[config.mk]
export PLATFORM = sky130hd
export DESIGN_NAME = vga_sync
export DESIGN_NICKNAME = d
export VERILOG_FILES = /design/src/rtl/vga_sync.sv
export SDC_FILE = /design/constraint.sdc
export NUM_CORES = 1
export LEC_CHECK = 0
export BUFFER_PORTS_ARGS = -buffer_cell sky130_fd_sc_hd__buf_4
export CAP_MARGIN = 15
export CORE_MARGIN = 2
export CORE_UTILIZATION = 45
export DETAILED_ROUTE_END_ITERATION = 6
export GPL_ROUTABILITY_DRIVEN = 0
export PLACE_DENSITY = 0.63
export SKIP_CTS_REPAIR_TIMING = 1
export SLEW_MARGIN = 20
export SYNTH_ARGS = -nofsm -noshare
export SYNTH_HDL_FRONTEND = slang
export SYNTH_SLANG_ARGS = --single-unit
[constraint.sdc]
create_clock -name clk -period 2.7 [get_ports clk]
set_clock_uncertainty 0.1 [all_clocks]
set_input_delay 0 -clock clk [delete_from_list [all_inputs] [get_ports clk]]
set_output_delay 0 -clock clk [all_outputs]
set_load 0.01 [all_outputs]
[src/rtl/vga_sync.sv]
// VGA raster timing generator: pixel-rate enable, h/v counters, sync pulses,
// visible-area window and a frame-start strobe, all registered and mutually aligned.
module vga_sync #(
    parameter int   HD          = 640,
    parameter int   HF          = 16,
    parameter int   HR          = 96,
    parameter int   HB          = 48,
    parameter int   VD          = 480,
    parameter int   VF          = 10,
    parameter int   VR          = 2,
    parameter int   VB          = 33,
    parameter int   CLK_DIV     = 2,
    parameter logic SYNC_ACTIVE = 1'b0
) (
    input  logic       clk,
    input  logic       reset,
    output logic       p_tick,
    output logic [9:0] pix_x,
    output logic [9:0] pix_y,
    output logic       video_on,
    output logic       hsync,
    output logic       vsync,
    output logic       frame_start
);

    localparam int HT    = HD + HF + HR + HB;
    localparam int VT    = VD + VF + VR + VB;
    localparam int DIV_W = (CLK_DIV > 1) ? $clog2(CLK_DIV) : 1;

    localparam logic [DIV_W-1:0] DIV_LAST = DIV_W'(CLK_DIV - 1);
    localparam logic [DIV_W-1:0] DIV_ONE  = DIV_W'(1);
    localparam logic [9:0]       H_LAST   = 10'(HT - 1);
    localparam logic [9:0]       V_LAST   = 10'(VT - 1);
    localparam logic [9:0]       H_VIS    = 10'(HD);
    localparam logic [9:0]       V_VIS    = 10'(VD);
    localparam logic [9:0]       HS_LO    = 10'(HD + HF);
    localparam logic [9:0]       HS_HI    = 10'(HD + HF + HR - 1);
    localparam logic [9:0]       VS_LO    = 10'(VD + VF);
    localparam logic [9:0]       VS_HI    = 10'(VD + VF + VR - 1);

    logic [DIV_W-1:0] div_q, div_d;
    logic [9:0]       h_q, h_d;
    logic [9:0]       v_q, v_d;
    logic             hsync_q, hsync_d;
    logic             vsync_q, vsync_d;
    logic             video_q, video_d;
    logic             frame_q, frame_d;

    logic             h_wrap, v_wrap;
    logic [9:0]       h_nx, v_nx;

    function automatic logic sync_level(input logic [9:0] cnt,
                                        input logic [9:0] lo,
                                        input logic [9:0] hi);
        return ((cnt >= lo) && (cnt <= hi)) ? SYNC_ACTIVE : ~SYNC_ACTIVE;
    endfunction

    assign p_tick = (div_q == DIV_LAST);
    assign h_wrap = (h_q == H_LAST);
    assign v_wrap = (v_q == V_LAST);
    assign h_nx   = h_wrap ? 10'd0 : h_q + 10'd1;
    assign v_nx   = h_wrap ? (v_wrap ? 10'd0 : v_q + 10'd1) : v_q;

    // Registered outputs are decoded from the next counter values so they
    // land on the same edge as the counters they describe.
    always_comb begin
        div_d   = (div_q == DIV_LAST) ? '0 : div_q + DIV_ONE;
        h_d     = h_q;
        v_d     = v_q;
        hsync_d = hsync_q;
        vsync_d = vsync_q;
        video_d = video_q;
        frame_d = p_tick && h_wrap && v_wrap;
        if (p_tick) begin
            h_d     = h_nx;
            v_d     = v_nx;
            hsync_d = sync_level(h_nx, HS_LO, HS_HI);
            vsync_d = sync_level(v_nx, VS_LO, VS_HI);
            video_d = (h_nx < H_VIS) && (v_nx < V_VIS);
        end
    end

    always_ff @(posedge clk or posedge reset) begin
        if (reset) begin
            div_q   <= '0;
            h_q     <= '0;
            v_q     <= '0;
            hsync_q <= ~SYNC_ACTIVE;
            vsync_q <= ~SYNC_ACTIVE;
            video_q <= 1'b0;
            frame_q <= 1'b0;
        end else begin
            div_q   <= div_d;
            h_q     <= h_d;
            v_q     <= v_d;
            hsync_q <= hsync_d;
            vsync_q <= vsync_d;
            video_q <= video_d;
            frame_q <= frame_d;
        end
    end

    assign pix_x       = h_q;
    assign pix_y       = v_q;
    assign hsync       = hsync_q;
    assign vsync       = vsync_q;
    assign video_on    = video_q;
    assign frame_start = frame_q;

endmodule

==> metrics.md <==
| Metric | Value |
|---|---|
| FILL cells | `352` |
| Worst Hold Slack | `approximately 0.4 ns` |
| Crit end category | `register` |
| Initial DRC count | `119` |
| Die height | `between 60 and 70 um` |
| Max VDD drop | `~0.17 mV` |
| Vias per inst | `5.93` |
| Leakage | `0.771 nW` |
| CP bufs+invs | `1` |
| Final period util | `a little over four fifths` |
| Critical-path maximum fanout | `8` |
| Register area | `628 um^2` |
| Sw power | `123 uW` |
| Top FF cell, synth | `dfrtp_1` |
| Antenna cells | `0` |
| Arrival time at the worst endpoint | `between 2 and 2.5 ns` |
| WS Path Type | `reg -> reg` |
| Number of global-route vias before repair | `1392` |
| Setup Viol. Count Final | `0` |
| Drc violations | `0` |
| Area of the multi-input gates | `917 um^2` |
| Core area | `3630 um^2` |
| Final std cells w/o fill | `258` |
| Max stage delay cell, worst path | `or4b_1` |
| CTS clk-pin slew, worst paths | `0.09 ns` |
| Vias | `1529` |
| Unique masters post-synth | `52` |
| Worst R2R End | `vsync` |
| Final hold vios | `0` |
| Final setup TNS | `0 ns` |
| Min cycle time layout | `2.28 ns` |
| Instance count on the critical path | `8` |
| Worst min-delay path category | `in -> async` |
| WL per Instance | `around 15 um` |
| Syn avg cell area | `8.57 um^2` |
| Most common cell after layout, fill and taps aside | `buf_4` |
| Tot GR Track Use | `20.0%` |
| Antenna Nets Post-Route | `0` |
| Clock Tree Buf Depth | `2` |
| Top Ports | `27` |
| Switch share | `20.3%` |
| Cell Int Power | `approximately 480 uW` |
| Number of synthesized flops with an enable pin | `0` |
| Sequential fraction of the synthesis area | `37.4%` |
| Unrepaired setup endpoints after global routing | `false` |
| Max incr delay on CP | `0.67 ns` |
| Maxcap violations | `0` |
| Cts bufs inserted | `3` |
| PwrDens | `319 nW/um^2` |
| Clk sink count | `25` |
| Share of the synthesized area in the top cell type | `34.3%` |
| DIE AREA | `4240 um^2` |
| Largest net degree at the start of global routing | `28` |
| Syn_nets | `202` |
| Seq cells post-synth | `25` |
| HPWL Detailed | `2770 um` |
| Clock Root Buffer | `clkbuf_8` |
| Inst Count DP | `253` |
| Initial antenna violation count | `0` |
| Area Overhead vs Synth | `12.7%` |
| Pre-antenna DRT Iters | `4` |
| Mapped cell area | `1680 um^2` |
| R2R Setup Slk | `0.42 ns` |
| R2R cell count | `8` |
| Final #Nets | `217` |
| Status | `finished, final reports clean` |
| Startpoint types | `register` |
| Die width | `65.1 um` |
| Final Slew Violations | `0` |
| Seq pwr share | `61.9%` |
| Async SR Flop Fraction | `between 90% and 100%` |
| Total grt overflow | `0` |
| CTS H-Tree Depth | `1` |
| Initial cell density of the core | `46.2%` |
| CP required | `roughly 2.8 ns` |
| Yosys Warn Count | `0` |
| Crit-path cells | `inv_1, ha_1, nand4_1, or4b_1, nand2_1, nor2_1, o211a_1, a31oi_1` |
| Layout cells sized above 1 | `20.0%` |
| Syn Inst Count | `196` |
| Worst Tran Pin Value | `0.938 ns` |
| Top post-synthesis cells by area | `dfrtp_1, xnor2_1, nand2_1` |
| Reg2Reg Launch Point | `pix_y[1]` |
| First-pass GRT wire length | `6600 um` |
| Combinational power share | `1.5%` |
| Worst-Skew Late Latency | `about 0.26 ns` |
| CTS tree | `done` |
| Most frequent cells in the layout | `buf_4, dfrtp_1, nand2_1` |
| Worst path top cell family by delay | `simple AND/OR/NAND/NOR gates` |
| Total wire length | `roughly 3900 um` |
| Final core utilization | `52.1%` |
| FP Rows | `22` |
| Yosys top cell by area | `dfrtp_1` |
| Slew headroom | `between 30% and 40%` |
| IO buf count | `26` |
| Clk pwr share | `36.5%` |
| Fmax | `439 MHz` |
## layout make-up
| cell class | instances | share of cell area, % |
|---|---|---|
| inverters | 6 | 1.19 |
| clock buffers | 4 | 2.38 |
| flip-flops and latches | 25 | 33.2 |
| multi-input cells | 146 | 48.4 |
| well taps | 48 | 3.17 |
| repair buffers | 29 | 11.6 |
## metal layers
metal	wire (um)	vias to the layer above	track usage, %
li1	-	735	-
met1	1760	740	27.6
met2	1880	52	33.2
met3	213	2	2.60
met4	24	0	5.21
met5	0	-	0
## worst max-delay path by stage
| stage | start | end | slack (ns) |
|---|---|---|---|
| floorplan | pix_x[1] | video_on | 0.64 |
| global placement | pix_y[1] | vsync | 0.48 |
| detailed placement | pix_x[0] | pix_y[8] | 0.45 |
| CTS | pix_y[1] | vsync | 0.43 |
| global route | pix_x[0] | pix_y[8] | 0.11 |
| finish | pix_y[1] | vsync | 0.42 |
## power by group through the flow
stage | clock network (mW) | logic, mW | registers [mW]
6_report | 0.221 | 0.00924 | 0.374
5_1_grt | 0.249 | 0.0114 | 0.374
4_1_cts | 0.231 | 0.00913 | 0.374
3_5_place_dp | 0 | 0.00916 | 0.382
3_3_place_gp | 0 | 0.00913 | 0.382
2_1_floorplan | 0 | 0.00554 | 0.382
## cells by family (layout without fill, tap and decap cells)
| kind of cell | after synthesis | after routing | share of synthesized area [%] |
|---|---|---|---|
| muxes | 3 | 3 | 1.86 |
| AOI/OAI and AO/OA | 41 | 41 | 15.1 |
| adders and majority gates | 4 | 4 | 2.98 |
| buffers and inverters | 25 | 39 | 7.97 |
| DFF | 25 | 25 | 37.4 |
| and+or+nand+nor | 88 | 88 | 29.4 |
| xor gates and xnor gates | 10 | 10 | 5.22 |
## per-stage QoR
step / setup slack [ns] / instance area [um^2] / total power [mW]
final: 0.422 / 1890 / 0.604
after global placement: 0.482 / 1840 / 0.391
after detailed placement: 0.454 / 1840 / 0.391
after floorplan: 0.643 / 1680 / 0.387
after CTS: 0.428 / 1880 / 0.614
after global routing: 0.110 / 1890 / 0.634
## sequential cells by signal, indices dropped and copies added, names as in the netlist
register	flops
frame_start	1
hsync	1
p_tick	1
pix_x	10
pix_y	10
video_on	1
vsync	1
## worst min-delay path, cell delays in order
cell and delay (ns):
dlygate4sd3_1 0.54, buf_4 0.13, inv_1 0.67
## synth_stat cells (2+ instances only)
library cell and count:
nor4b_1 2, nor3_2 2, inv_1 6, buf_2 7, clkbuf_1 3, nand3_1 13
buf_4 6, nor3_1 3, a31oi_1 5, dfstp_2 2, ha_1 4, dfrtp_1 23
nor2_1 15, xnor2_1 9, o21ai_0 13, and3_1 5, nor3b_1 2, nand2_1 20
nand4_1 9, a21oi_1 9, o31ai_1 6, mux2i_1 2
Note: power is estimated with default switching activity, not from simulation.
